## config.mk

```make
export PLATFORM = sky130hd
export DESIGN_NAME = led_matrix_scheduler
export DESIGN_NICKNAME = d
export VERILOG_FILES = /design/src/rtl/matrix_pkg.sv /design/src/rtl/matrix_row_timer.sv /design/src/rtl/led_matrix_scheduler.sv
export SDC_FILE = /design/constraint.sdc
export NUM_CORES = 1
export LEC_CHECK = 0
export CORE_MARGIN = 3
export CORE_UTILIZATION = 50
export DETAILED_ROUTE_END_ITERATION = 8
export HOLD_SLACK_MARGIN = 0.1
export PLACE_DENSITY = 0.85
export SLEW_MARGIN = 5
export SYNTH_ARGS = -nofsm -noshare
export SYNTH_HDL_FRONTEND = slang
export SYNTH_SLANG_ARGS = --single-unit
```

## constraint.sdc

```tcl
create_clock -name clk -period 3.6 [get_ports clk]
set_input_delay 0.36 -clock clk [delete_from_list [all_inputs] [get_ports clk]]
set_output_delay 0.36 -clock clk [all_outputs]
set_load 0.01 [all_outputs]
```

## src/rtl/matrix_pkg.sv

```systemverilog
// Shared definitions for the LED matrix scheduler.
//   state_e      : scheduler FSM states (IDLE, SCAN)
//   REQ_*        : bit index of each requester inside the 3-bit req vector
//   ROW_BLANK    : active-low row select value with every row off
//   prio_encode  : fixed-priority one-hot encode (bit2 > bit1 > bit0)
//   row_select   : active-low row select pattern for a given row index
package matrix_pkg;

  typedef enum logic {
    IDLE = 1'b0,
    SCAN = 1'b1
  } state_e;

  localparam int REQ_SUCCESS = 2;
  localparam int REQ_FAIL    = 1;
  localparam int REQ_COUNT   = 0;

  localparam logic [7:0] ROW_BLANK = 8'hFF;

  function automatic logic [2:0] prio_encode(input logic [2:0] req);
    logic [2:0] onehot;
    onehot = 3'b000;
    if (req[REQ_SUCCESS])    onehot = 3'b100;
    else if (req[REQ_FAIL])  onehot = 3'b010;
    else if (req[REQ_COUNT]) onehot = 3'b001;
    return onehot;
  endfunction

  // Row r pulls bit (7-r) low.
  function automatic logic [7:0] row_select(input logic [2:0] row);
    return ~(8'h80 >> row);
  endfunction

endpackage

```

## src/rtl/matrix_row_timer.sv

```systemverilog
// Dwell counter and row pointer for the matrix scan.
//   clk, rst_n  : clock, asynchronous active-low reset
//   clear       : force row 0 / dwell 0 on the next edge (wins over enable)
//   enable      : advance dwell; wraps to the next row after DWELL_CYCLES
//   scan_row    : current row index (registered)
//   row_start   : dwell == 0 (blanking cycle of the row)
//   row_end     : dwell == DWELL_CYCLES-1
//   frame_end   : row 7 and dwell == DWELL_CYCLES-1
module matrix_row_timer #(
  parameter int DWELL_CYCLES = 10
) (
  input  logic       clk,
  input  logic       rst_n,
  input  logic       clear,
  input  logic       enable,
  output logic [2:0] scan_row,
  output logic       row_start,
  output logic       row_end,
  output logic       frame_end
);

  localparam logic [7:0] DWELL_LAST = 8'(DWELL_CYCLES - 1);

  logic [7:0] dwell_q, dwell_d;
  logic [2:0] row_q, row_d;

  always_comb begin
    dwell_d = dwell_q;
    row_d   = row_q;
    if (clear) begin
      dwell_d = 8'd0;
      row_d   = 3'd0;
    end else if (enable) begin
      if (dwell_q == DWELL_LAST) begin
        dwell_d = 8'd0;
        row_d   = row_q + 3'd1;  // 3-bit wrap gives modulo 8
      end else begin
        dwell_d = dwell_q + 8'd1;
      end
    end
  end

  always_ff @(posedge clk or negedge rst_n) begin
    if (!rst_n) begin
      dwell_q <= 8'd0;
      row_q   <= 3'd0;
    end else begin
      dwell_q <= dwell_d;
      row_q   <= row_d;
    end
  end

  assign scan_row  = row_q;
  assign row_start = (dwell_q == 8'd0);
  assign row_end   = (dwell_q == DWELL_LAST);
  assign frame_end = row_end && (row_q == 3'd7);

endmodule

```

## src/rtl/led_matrix_scheduler.sv

```systemverilog
// Arbitrates three display requesters onto one 8x8 LED matrix and scans it
// row by row with a blanking cycle at the start of every row.
//   clk, rst_n        : clock, asynchronous active-low reset
//   req[2:0]          : display requests (bit2 success, bit1 fail, bit0 count)
//   row_data0/1/2     : column data of requester n for row scan_row
//   scan_row[2:0]     : row being fetched (registered)
//   grant[2:0]        : one-hot owner, 000 when idle (registered)
//   hang[7:0]         : active-low row select
//   gre[7:0]          : active-high green column drive
//   frame_done        : one-cycle pulse on the last cycle of row 7
// Handshake: req is a level; a requester keeps its bit high for as long as
// it wants the display and may drop it at any time. grant changes only at
// frame end, on owner drop, or when leaving IDLE.
module led_matrix_scheduler
  import matrix_pkg::*;
#(
  parameter int DWELL_CYCLES = 10
) (
  input  logic       clk,
  input  logic       rst_n,
  input  logic [2:0] req,
  input  logic [7:0] row_data0,
  input  logic [7:0] row_data1,
  input  logic [7:0] row_data2,
  output logic [2:0] scan_row,
  output logic [2:0] grant,
  output logic [7:0] hang,
  output logic [7:0] gre,
  output logic       frame_done
);

  state_e     state_q, state_d;
  logic [2:0] grant_q, grant_d;
  logic [7:0] gre_q, gre_d;
  logic [7:0] hang_q, hang_d;

  logic       owner_held;
  logic       timer_clear;
  logic       row_start, row_end, frame_end;
  logic [7:0] sel_data;

  matrix_row_timer #(.DWELL_CYCLES(DWELL_CYCLES)) u_timer (
    .clk       (clk),
    .rst_n     (rst_n),
    .clear     (timer_clear),
    .enable    (owner_held),
    .scan_row  (scan_row),
    .row_start (row_start),
    .row_end   (row_end),
    .frame_end (frame_end)
  );

  // Only the granted requester's data is ever looked at.
  always_comb begin
    sel_data = 8'h00;
    unique case (grant_q)
      3'b100:  sel_data = row_data2;
      3'b010:  sel_data = row_data1;
      3'b001:  sel_data = row_data0;
      default: sel_data = 8'h00;
    endcase
  end

  // Scanning continues only while the current owner still requests.
  assign owner_held = (state_q == SCAN) && (|(grant_q & req));

  always_comb begin
    state_d     = state_q;
    grant_d     = grant_q;
    gre_d       = gre_q;
    hang_d      = hang_q;
    timer_clear = 1'b0;
    if (owner_held) begin
      // Timer wraps to row 0 by itself; only the owner is re-chosen here.
      if (frame_end) grant_d = prio_encode(req);
      if (row_start) begin
        gre_d  = sel_data;
        hang_d = row_select(scan_row);
      end else if (row_end) begin
        // Next cycle is the blanking cycle of the following row.
        gre_d  = 8'h00;
        hang_d = ROW_BLANK;
      end
    end else begin
      // Idle, leaving idle, or owner dropped: restart from a blank row 0.
      timer_clear = 1'b1;
      grant_d     = prio_encode(req);
      state_d     = (req != 3'b000) ? SCAN : IDLE;
      gre_d       = 8'h00;
      hang_d      = ROW_BLANK;
    end
  end

  always_ff @(posedge clk or negedge rst_n) begin
    if (!rst_n) begin
      state_q <= IDLE;
      grant_q <= 3'b000;
      gre_q   <= 8'h00;
      hang_q  <= ROW_BLANK;
    end else begin
      state_q <= state_d;
      grant_q <= grant_d;
      gre_q   <= gre_d;
      hang_q  <= hang_d;
    end
  end

  assign grant      = grant_q;
  assign gre        = gre_q;
  assign hang       = hang_q;
  assign frame_done = (state_q == SCAN) && frame_end;

endmodule

```

==> run_results.csv, run 1 <==
group,metric,value,unit
sta,min_period,2.74,ns
floorplan,fp.dieW,63.7,um
final_layout,fin_cells,255,
clock_tree,clockBufferDepth,2,
sta,finalHoldViolations,0,
clock_tree,cts-resized-gates,0,
setup_path,critPathArrivalTime,2.38,ns
clock_tree,cts_sinks,31,
place,dpl.hpwl,3230,um
synth,syn_area_per_cell,10.6,um2
synth,synth_edf_count,0,
sta,whs,0.500,ns
setup_path,startpoint_type,"flop",
place,dp.cells,247,
floorplan,boundaryPins,52,
synth,synth_fp_nets,195,
clock_tree,htree_levels,2,
sta,fin_tns_setup,0,ns
final_layout,antennaDiodeCount,0,
detailed_routing,avgViaCountPerCell,5.50,
final_layout,regArea,786,um2
synth,ys.flop_type,"dfrtp_1",
detailed_routing,drcViolationCount,0,
setup_path,cp.required,3.24,ns
floorplan,die_h,63.7,um
sta,rsz0062_at_grt,"false",
final_layout,syn_to_final_growth,36.4,%
sta,relSlewSlack,41.1,%
detailed_routing,vias,1402,
grt,grt_max_degree,28,
final_layout,fillers,261,
final_layout,fin_nets,249,
sta,setup_viol_count_final,0,
setup_path,cp_cell_sequence,"nor4_2, and4_1, and3_1, clkdlybuf4s50_1",
clock_tree,clk_pin_slew_worst_paths,0.09,ns
detailed_routing,drtPass1Iterations,4,
sta,worst_pin_slew,0.882,ns
synth,yosysMostFrequentCell,"dfrtp_1",
job,max_cap_violations,0,
synth,ys_ff_latch,31,
sta,slew_violations,0,
synth,ys_types,40,
synth,synth.area.top_cells,"dfrtp_1 35%, dfstp_2 13%, ha_1 6.8%",
sta,fin_ws,0.860,ns
final_layout,multiInputGateArea,818,um2
power_and_ir_drop,powerDensity,373,nW/um2
clock_tree,root_buffer,"clkbuf_4",
status,outcome,"completed",
place,gp_congestion,0.811,
synth,ys_seq_area_share,47.3,%
detailed_routing,routed_wl,4060,um
setup_path,cp-end-kind,"output pin",
sta,timing.fmax,365,MHz
setup_path,slowest_delay,0.54,ns
synth,synth.largest_area_cell,"dfrtp_1",
synth,yosys_warnings,0,
detailed_routing,ant_nets,0,
grt,antenna_found_initial,0,
setup_path,crit_slowest_cell,"clkdlybuf4s50_1",
clock_tree,cts_tree,"done",
place,port_buffers,51,
floorplan,rows,20,
synth,synth_top_area_share,34.6,%
grt,grt_pass1_wl,6960,um
floorplan,dieArea,4050,um2
place,place_worst_setup_slack,1.22,ns
clock_tree,cts_made_buffers,5,
setup_path,worstPathMaxFanout,7,
floorplan,core-area,3100,um2
detailed_routing,wl_per_cell,15.9,um
setup_path,crit_type,"flop to output pin",
sta,fin_skew,0.00477,ns
synth,synthCells,157,
floorplan,initial_core_util,53.6,%
grt,grt_pass1_vias,1485,
detailed_routing,drtIter0Drc,59,
grt,grt_usage,22.3,%
min_path,hold_path.class,"flop to flop",
final_layout,final_layout_size_suffix_gt1_share,14.2,%
grt,gr-total-overflow,0,
synth,yosys-top-cells-count,"23 x dfrtp_1, 20 x nor2_1, 9 x ha_1, 9 x nand2_1",
power_and_ir_drop,fin_total_pwr,0.000846,W
power_and_ir_drop,vdd_ir_drop_max,249,uV
sta,fin_crit_sh,76.1,%
clock_tree,clock_latency,0.32,ns
synth,syn_area,1660,um2
power_and_ir_drop,power_leakage,0.938,nW
synth,synthArstFlopShare,100,%
==> registers in the layout, summed over array words and instances (netlist names) <==
| register | count |
|---|---|
| gre | 8 |
| u_timer.scan_row | 3 |
| u_timer.dwell_q | 8 |
| grant | 3 |
| state_q | 1 |
| hang | 8 |
==> final cells by class <==
cell class                      count  area share (%)
Timing Repair Buffer               53            23.1
Clock buffer                        6            2.26
Inverter                            8            1.32
Sequential cell                    31            34.6
Multi-Input combinational cell    112            36.1
Tap cell                           44            2.43
Clock inverter                      1           0.221
==> critical path, delay by kind of cell, from the launching register on <==
kind / cells / cell delay [ns]
and+or+nand+nor: 3 / 1.06
buffers and inverters: 1 / 0.54
DFF: 1 / 0.46
==> power breakdown <==
| group | internal [W] | leakage [nW] | switching (W) | total, W |
|---|---|---|---|---|
| Combinational | 0.000130 | 0.509 | 0.000114 | 0.000244 |
| Sequential | 0.000373 | 0.395 | 0.0000291 | 0.000402 |
| Clock | 0.0000903 | 0.0341 | 0.000110 | 0.000200 |
| Total | 0.000593 | 0.938 | 0.000253 | 0.000846 |
==> layer usage <==
metal | share of wire (%) | track usage [%] | vias to the layer above
met3 | 3.7 | 6.95 | 6
li1 | - | - | 671
met1 | 43 | 26.5 | 688
met5 | 0 | 0 | -
met2 | 53 | 38.5 | 37
met4 | 1.0 | 6.20 | 0
==> cell usage in the layout (no fill, tap or decap), types with 2 or more instances in the layout <==
cell type	n
a22oi_1	8
dfrtp_1	23
clkbuf_4	5
o21ai_1	7
clkdlybuf4s50_1	50
xor2_1	4
inv_1	8
a2bb2oi_1	7
a21oi_1	2
nor3b_1	2
a31oi_1	6
and3_1	3
mux2_2	4
xnor2_1	3
dfstp_2	8
nand2_1	9
ha_1	9
nor2b_1	2
nand3_1	5
nor2_1	20
o21ai_0	2
or4b_1	2
==> final timing paths <==
check	from	endpoint	slack, ns	depth (start not counted)
hold reg to reg	gre[4]$_DFFE_PN0P_	gre[4]$_DFFE_PN0P_	0.50	2
max in group asynchronous	rst_n	hang[3]$_DFFE_PN1P_	2.45	3
setup reg to reg	grant[2]$_DFFE_PN0P_	grant[1]$_DFFE_PN0P_	1.49	4
min in group asynchronous	rst_n	u_timer.dwell_q[0]$_DFF_PN0_	0.56	2
setup / recovery	u_timer.dwell_q[5]$_DFF_PN0_	frame_done	0.86	4
hold / removal	gre[4]$_DFFE_PN0P_	gre[4]$_DFFE_PN0P_	0.50	2
==> cells by family after synthesis <==
family / synth area share, %
compound gates: 17.9
xor+xnor: 3.69
fa+ha+maj: 6.77
buf+inv: 3.54
flops: 47.3
mux: 3.31
simple gates: 17.5
==> through the flow <==
stage / util, % / cell area (um2)
after floorplan: - / 1660
after global placement: 71.1 / 2210
after detailed placement: 71.1 / 2210
after CTS: 72.9 / 2260
after global routing: 73.1 / 2270
final: 73.1 / 2270
==> what timing repair did <==
item | CTS | global route
hold buffers | 0 | 1
endpoints found under the hold margin | 0 | 23
setup buffers | 0 | 0
Note: power is estimated with default switching activity, not from simulation.
==> run 2, diff against run 1 <==
--- a/config.mk
+++ b/config.mk
@@ -6,10 +6,10 @@
 export NUM_CORES = 1
 export LEC_CHECK = 0
 export CORE_MARGIN = 3
-export CORE_UTILIZATION = 50
+export CORE_UTILIZATION = 42
 export DETAILED_ROUTE_END_ITERATION = 8
 export HOLD_SLACK_MARGIN = 0.1
-export PLACE_DENSITY = 0.85
+export PLACE_DENSITY = 0.76
 export SLEW_MARGIN = 5
 export SYNTH_ARGS = -nofsm -noshare
 export SYNTH_HDL_FRONTEND = slang
==> constraint.sdc (replaced) <==
create_clock -name clk -period 2.4 [get_ports clk]
set_input_delay 0.24 -clock clk [delete_from_list [all_inputs] [get_ports clk]]
set_output_delay 0.24 -clock clk [all_outputs]
set_load 0.01 [all_outputs]
==> run_results.csv, run 2 (same netlist as run 1, synthesis figures left out) <==
group,metric,value,unit
status,outcome,"completed",
setup_path,worstPathMaxFanout,6,
grt,antenna_found_initial,0,
setup_path,cp-end-kind,"output pin",
setup_path,cp_cell_sequence,"nor4_4, and4_1, and3_1, clkdlybuf4s50_1",
grt,gr-total-overflow,0,
setup_path,cp.required,2.16,ns
setup_path,r2r-start,"u_timer.dwell_q[0]$_DFF_PN0_",
floorplan,dieArea,4750,um2
setup_path,startpoint_type,"flop",
grt,grt_max_degree,32,
power_and_ir_drop,power_leakage,0.987,nW
sta,min_period,2.32,ns
power_and_ir_drop,switching_share,26.8,%
setup_path,crit_type,"flop to output pin",
place,place_worst_setup_slack,0.374,ns
setup_path,r2r_setup_slack,0.49,ns
setup_path,r2r.worst_path.cells,6,
final_layout,final_common_cell,"clkdlybuf4s50_1",
place,port_buffers,51,
detailed_routing,vias,1390,
final_layout,layout_common_cells,"51 x clkdlybuf4s50_1, 23 x dfrtp_1, 20 x nor2_1, 9 x nand2_1, 9 x ha_1",
clock_tree,cts_tree,"done",
floorplan,core-area,3740,um2
setup_path,crit_slowest_cell,"clkdlybuf4s50_1",
grt,grt_pass1_vias,1403,
sta,fin_skew,0.00475,ns
detailed_routing,drtIter0Drc,57,
power_and_ir_drop,p_int,0.00110,W
sta,timing.fmax,430,MHz
grt,grt_pass1_wl,6220,um
sta,worst_pin_slew,0.619,ns
power_and_ir_drop,seqPwrFrac,40.0,%
setup_path,critPathArrivalTime,2.08,ns
floorplan,boundaryPins,52,
floorplan,die_h,68.9,um
detailed_routing,ant_nets,0,
floorplan,fp.dieW,68.9,um
power_and_ir_drop,vdd_ir_drop_max,342,uV
final_layout,final_layout_size_suffix_gt1_share,15.8,%
setup_path,slowest_delay,0.54,ns
sta,slew_violations,0,
power_and_ir_drop,powerDensity,636,nW/um2
power_and_ir_drop,p_switching,0.000403,W
floorplan,initial_core_util,44.4,%
clock_tree,htree_levels,2,
min_path,hold_path.class,"input port to async pin",
setup_path,crit_family,"simple AND/OR/NAND/NOR gates",
clock_tree,clk_pin_slew_worst_paths,0.06,ns
detailed_routing,routed_wl,3700,um
final_layout,fillers,318,
place,gp_congestion,0.781,
setup_path,worst-path-buf-inv,1,
detailed_routing,avgViaCountPerCell,5.29,
sta,fin_crit_sh,96.8,%
final_layout,antennaDiodeCount,0,
power_and_ir_drop,fin_total_pwr,0.00151,W
sta,finalHoldViolations,0,
clock_tree,cts_made_buffers,5,
detailed_routing,drtPass1Iterations,5,
sta,fin_ws,0.0757,ns
clock_tree,cts_sinks,31,
floorplan,rows,22,
place,dpl.hpwl,2840,um
detailed_routing,drcViolationCount,0,
final_layout,syn_to_final_growth,42.4,%
clock_tree,clock_latency,0.28,ns
detailed_routing,wl_per_cell,14.1,um
sta,relSlewSlack,58.6,%
clock_tree,root_buffer,"clkbuf_8",
grt,grt_usage,17.7,%
setup_path,cp.depth,4,
final_layout,fin_nets,252,
setup_path,r2r_end,"gre[1]$_DFFE_PN0P_",
sta,whs,0.348,ns
sta,setup_viol_count_final,0,
job,max_cap_violations,0,
power_and_ir_drop,clockPowerShare,35.0,%
clock_tree,clockBufferDepth,2,
power_and_ir_drop,p_comb_share,25.0,%
[run 2: cell types whose count changed in the layout (fill, tap and decap cells not counted), sizes merged]
cell / previous run / this run
bufinv: 0 / 1
clkdlybuf4s50: 50 / 51
dlygate4sd3: 1 / 0
buf: 2 / 5
[run 2: timing repair]
| action | in CTS | in global routing |
|---|---|---|
| hold buffers | 0 | 0 |
| buffers inserted | 0 | 0 |
| endpoints found under the setup margin | 0 | 1 |
| resized for setup | 0 | 1 |
[run 2: cell type report]
type,count,area [um2],share of cell area (%)
timing repair buffer,56,548,23.1
clock inverter,2,35.0,1.48
tap,48,60.1,2.54
sequential,31,786,33.2
clock buffer,6,82.6,3.49
inverter,8,30.0,1.27
multi-input combinational,112,827,34.9
[run 2: routing by layer]
| metal | share of wire [%] | vias up | global-route usage (%) |
|---|---|---|---|
| met5 | 0 | - | 0 |
| met4 | 0.97 | 0 | 5.35 |
| met3 | 8.6 | 4 | 6.32 |
| met2 | 45 | 69 | 27.6 |
| met1 | 45 | 640 | 23.0 |
| li1 | - | 677 | - |
[run 2: worst max path at each step]
| stage | from | endpoint | slack (ns) |
|---|---|---|---|
| 2_1_floorplan | grant[2]$_DFFE_PN0P_ | grant[2]$_DFFE_PN0P_ | 0.60 |
| 3_3_place_gp | u_timer.dwell_q[5]$_DFF_PN0_ | frame_done | 0.41 |
| 3_5_place_dp | req[2] | gre[7]$_DFFE_PN0P_ | 0.37 |
| 6_report | u_timer.dwell_q[5]$_DFF_PN0_ | frame_done | 0.08 |
| 5_1_grt | u_timer.dwell_q[2]$_DFF_PN0_ | frame_done | -0.006 |
| 4_1_cts | u_timer.dwell_q[5]$_DFF_PN0_ | frame_done | 0.04 |
[run 2: worst reg2reg max path, cell delays in order (launching register included)]
cell and delay, ns:
dfrtp_1 0.45, inv_1 0.08, ha_1 0.20, or4b_1 0.48, nor3_2 0.21, o311ai_2 0.22
o21ai_1 0.20
[run 2: power groups by stage]
stage	Clock, W	Sequential, W	Combinational, W
after floorplan	0	0.000609	0.000212
after global placement	0	0.000609	0.000370
after detailed placement	0	0.000611	0.000379
after CTS	0.000537	0.000602	0.000380
after global routing	0.000566	0.000609	0.000413
final	0.000527	0.000602	0.000377
[run 2: through the flow]
step,utilization (%),setup TNS (ns),instance area [um2],std cells
2_1_floorplan,-,0,1660,157
3_3_place_gp,59.9,0,2240,255
3_5_place_dp,59.9,0,2240,255
4_1_cts,63.0,0,2360,263
5_1_grt,63.3,-0.00630,2370,263
6_report,63.3,0,2370,263
